==> src/rtl/encoder_16_to_4.sv <==
// 16-to-4 priority encoder (highest set bit wins) for the instruction-family vector,
// with a registered copy of the result and a sticky flag for vectors that are not one-hot.
module encoder_16_to_4 (
   input  logic        clk,
   input  logic        rst,
   input  logic [15:0] bits,
   output logic [3:0]  number,
   output logic        valid,
   output logic        multi_hot,
   output logic [3:0]  number_q,
   output logic        valid_q,
   output logic        err_sticky
);

   logic [3:0]       grp_any;
   logic [3:0][1:0]  grp_idx;
   logic [1:0]       top_grp;
   logic [15:0]      winner_mask;

   // Two-level tree: a 4:2 priority pick inside each nibble, then a 4:2 pick across nibbles.
   always_comb begin
      // NOTE: every output of a combinational block gets a default first, so no path leaves it unassigned and no latch is inferred.
      grp_any = '0;
      grp_idx = '0;
      for (int g = 0; g < 4; g++) begin
         grp_any[g] = |bits[4*g +: 4];
         for (int k = 0; k < 4; k++) begin
            if (bits[4*g + k]) begin
               grp_idx[g] = 2'(k);
            end
         end
      end
   end

   always_comb begin
      top_grp = 2'd0;
      for (int g = 0; g < 4; g++) begin
         if (grp_any[g]) begin
            top_grp = 2'(g);
         end
      end
   end

   always_comb begin
      number      = {top_grp, grp_idx[top_grp]};
      valid       = |grp_any;
      winner_mask = 16'd1 << number;
      // Any bit left after removing the winner means at least two bits were set.
      multi_hot   = valid & (|(bits & ~winner_mask));
   end

   always_ff @(posedge clk) begin
      // NOTE: sequential state uses non-blocking assignments so every register samples pre-edge values.
      if (rst) begin
         number_q   <= 4'd0;
         valid_q    <= 1'b0;
         err_sticky <= 1'b0;
      end else begin
         number_q   <= number;
         valid_q    <= valid;
         err_sticky <= err_sticky | multi_hot;
      end
   end

endmodule

==> config.mk <==
export PLATFORM = sky130hd
export DESIGN_NAME = encoder_16_to_4
export DESIGN_NICKNAME = d
export VERILOG_FILES = /design/src/rtl/encoder_16_to_4.sv
export SDC_FILE = /design/constraint.sdc
export NUM_CORES = 1
export LEC_CHECK = 0
export BUFFER_PORTS_ARGS = -buffer_cell sky130_fd_sc_hd__clkbuf_2
export CAP_MARGIN = 20
export CORE_MARGIN = 3
export CORE_UTILIZATION = 32
export DETAILED_ROUTE_END_ITERATION = 7
export SLEW_MARGIN = 20
export SYNTH_ARGS = -nofsm -noshare
export SYNTH_HDL_FRONTEND = slang
export SYNTH_SLANG_ARGS = --single-unit
==> constraint.sdc <==
create_clock -name clk -period 1.9 [get_ports clk]
set_input_delay 0.095 -clock clk [delete_from_list [all_inputs] [get_ports clk]]
set_output_delay 0.095 -clock clk [all_outputs]
set_load 0.02 [all_outputs]
==> impl_metrics.ini <==
[critical_path]
start_kind = input port
crit_required_ns = 1.80
crit_fanout = 3
worstSetupPathType = input port to output pin
arrival_ns = 2.08
endpoint_kind = output pin

[synthesis]
syn_area_um2 = 553.0
ys_seq_elements = 6
netlist_instances = 79
synth_ff_type = dfxtp_1
synthDistinctLibCells = 31
syn_nets = 97
yosys_warnings = 0
synthesis.area_per_instance_um2 = 7.000
synth-edff-count = 0
seq_area_frac_synth_pct = 21.72
async_flop_share_pct = 0

[final_layout]
area_growth_pct = 69.68
fillers = 149
drive_gt1_share_pct = 46.67
final_nets = 155
final-instance-count-excl-fill = 151
n_antenna_cell = 0

[global_route]
grt.met2_usage_pct = 33.16
grt_pass1_wl_um = 3105
use_met1_pct = 22.47
busiest_layer = met2
antenna_found_initial = 0
grt_usage_pct = 19.02
grt_pass1_vias = 768
grt_max_degree = 8
globalRouteMet3Util_pct = 1.504
grt_overflow = 0

[clock_tree]
clock_path_buffers = 2
cts_buffers = 3
root_buffer = clkbuf_4
cts.reportedPaths.clkPinSlew_ns = 0.05
cts_tree = done
worstSkewPairLatency_ns = 0.24
h-tree-depth = 1
clock-sinks = 6

[routing]
routed_wl_um = 1882
wl_per_cell_um = 12.46
first_pass_iters = 4
detail-route-antenna-nets = 0
vias = 832
via_per_inst = 5.510
drt-initial-drc-count = 17
drc = 0

[timing]
final.min_clock_period_ns = 2.173
fin_skew_ns = 0
slew_headroom_pct = 72.93
timing.final.crit_share_pct = 114.4
worst_slew_pin_slew_ns = 0.4018
fin_ws_ns = -0.2731
finalHoldViolations = 0
slew_viol_final = 0
rsz0062_at_grt = true
setup_viol = 2
fmax_ghz = 0.4602
whs_ns = 0.08741

[pwr]
pwr_density_cell_nw_per_um2 = 425.1
ir_drop_mv = 0.2045
p_total_mw = 0.3989
power.leakage_nw = 0.4496

[die]
core_um2 = 1559
row_count = 14
top_level_ports = 30
die_w_um = 47.57
die_area_um2 = 2263
fp.dieH_um = 47.57
start_util_pct = 35.47

[placed_design]
place_inst = 148
place_congestion = 0.9438
place_hpwl_um = 1607
port_buffers = 29
post-place-ws_ns = -0.2747

[flow_run]
cap_violations = 0

[min_path]
holdCritPathClass = input port to register

[status]
status = finished with violations
violations = setup timing
-- Yosys cell counts (all sizes together) (2+ instances only) --
library cell | count | area [um2]
a21o | 3 | 22.52
nor4 | 3 | 18.77
nand3 | 2 | 10.01
nand2b | 2 | 12.51
nor2 | 15 | 56.30
or4 | 5 | 41.29
nor2b | 3 | 18.77
nand4 | 2 | 12.51
o21ai | 3 | 15.01
dfxtp | 6 | 120.1
a221oi | 2 | 23.77
a21oi | 3 | 15.01
nor3 | 5 | 25.02
inv | 5 | 18.77
nand2 | 5 | 18.77
o211ai | 2 | 15.01
-- flip-flops by register name (all words and copies together), names as in the netlist --
name        cells
valid_q         1
number_q        4
err_sticky      1
-- layout by cell type, fill, tap and decap left out, types with 5 or more instances in the layout --
| cell type | Yosys | layout |
|---|---|---|
| clkbuf_2 | 0 | 27 |
| nand2_1 | 5 | 5 |
| inv_1 | 5 | 5 |
| nor2_1 | 15 | 15 |
| buf_4 | 0 | 24 |
| nor3_1 | 5 | 5 |
| dfxtp_1 | 6 | 6 |
-- cell families after synthesis --
family	count (synthesis)	share of synthesized area, %
and+or+nand+nor	45	43.44
DFF	6	21.72
buffers and inverters	5	3.394
AOI/OAI and AO/OA	22	29.64
muxes	1	1.810
-- worst paths after layout --
check	from	to	slack, ns	cells past startpoint
worst max-delay path	bits[8]	multi_hot	-0.27	8
worst min-delay path	rst	number_q[0]$_SDFF_PP0_	0.09	2
worst max register to register	err_sticky$_SDFF_PP0_	err_sticky$_SDFF_PP0_	1.22	2
worst min register to register	err_sticky$_SDFF_PP0_	err_sticky$_SDFF_PP0_	0.59	2
-- repair_timing --
| action | in CTS | in global routing |
|---|---|---|
| setup buffers | 0 | 0 |
| resized for setup | 3 | 2 |
| pin swaps | 0 | 0 |
| hold endpoints to repair | 0 | 0 |
| endpoints found under the setup margin | 2 | 2 |
| hold buffers | 0 | 0 |
-- critical path, stage by stage --
cell and delay, ns:
clkbuf_2 0.09, or4_4 0.53, or3b_4 0.41, a21o_1 0.18, a221oi_2 0.27, o221a_2 0.24
nand4_1 0.09, buf_2 0.18
-- final cells by class --
type                            instances  area [um2]  share of cell area, %
Clock buffer                            3       22.52                  2.400
Inverter                                5       18.77                  2.000
Multi-Input combinational cell         68       421.7                  44.93
Sequential cell                         6       120.1                  12.80
Tap cell                               16       20.02                  2.133
Timing Repair Buffer                   53       335.3                  35.73
-- metrics by stage --
stage	setup TNS, ns	utilization (%)	area [um2]
global placement	-0.3935	57.87	902.1
global route	-0.4251	60.19	938.4
finish	-0.3279	60.19	938.4
detailed placement	-0.5757	57.87	902.1
CTS	-0.3384	60.11	937.1
floorplan	-0.05079	-	556.8
-- report_power, final --
group	internal [mW]	switching (mW)
clock	0.0714	0.0453
sequential	0.134	0.00208
combinational	0.0687	0.0772
-- layer usage --
metal	up-vias	part of all wire, %
li1	416	-
met1	365	41
met2	43	49
met3	8	7.4
met4	0	2.9
met5	-	0
No activity file was read; power rests on OpenSTA's default activity.
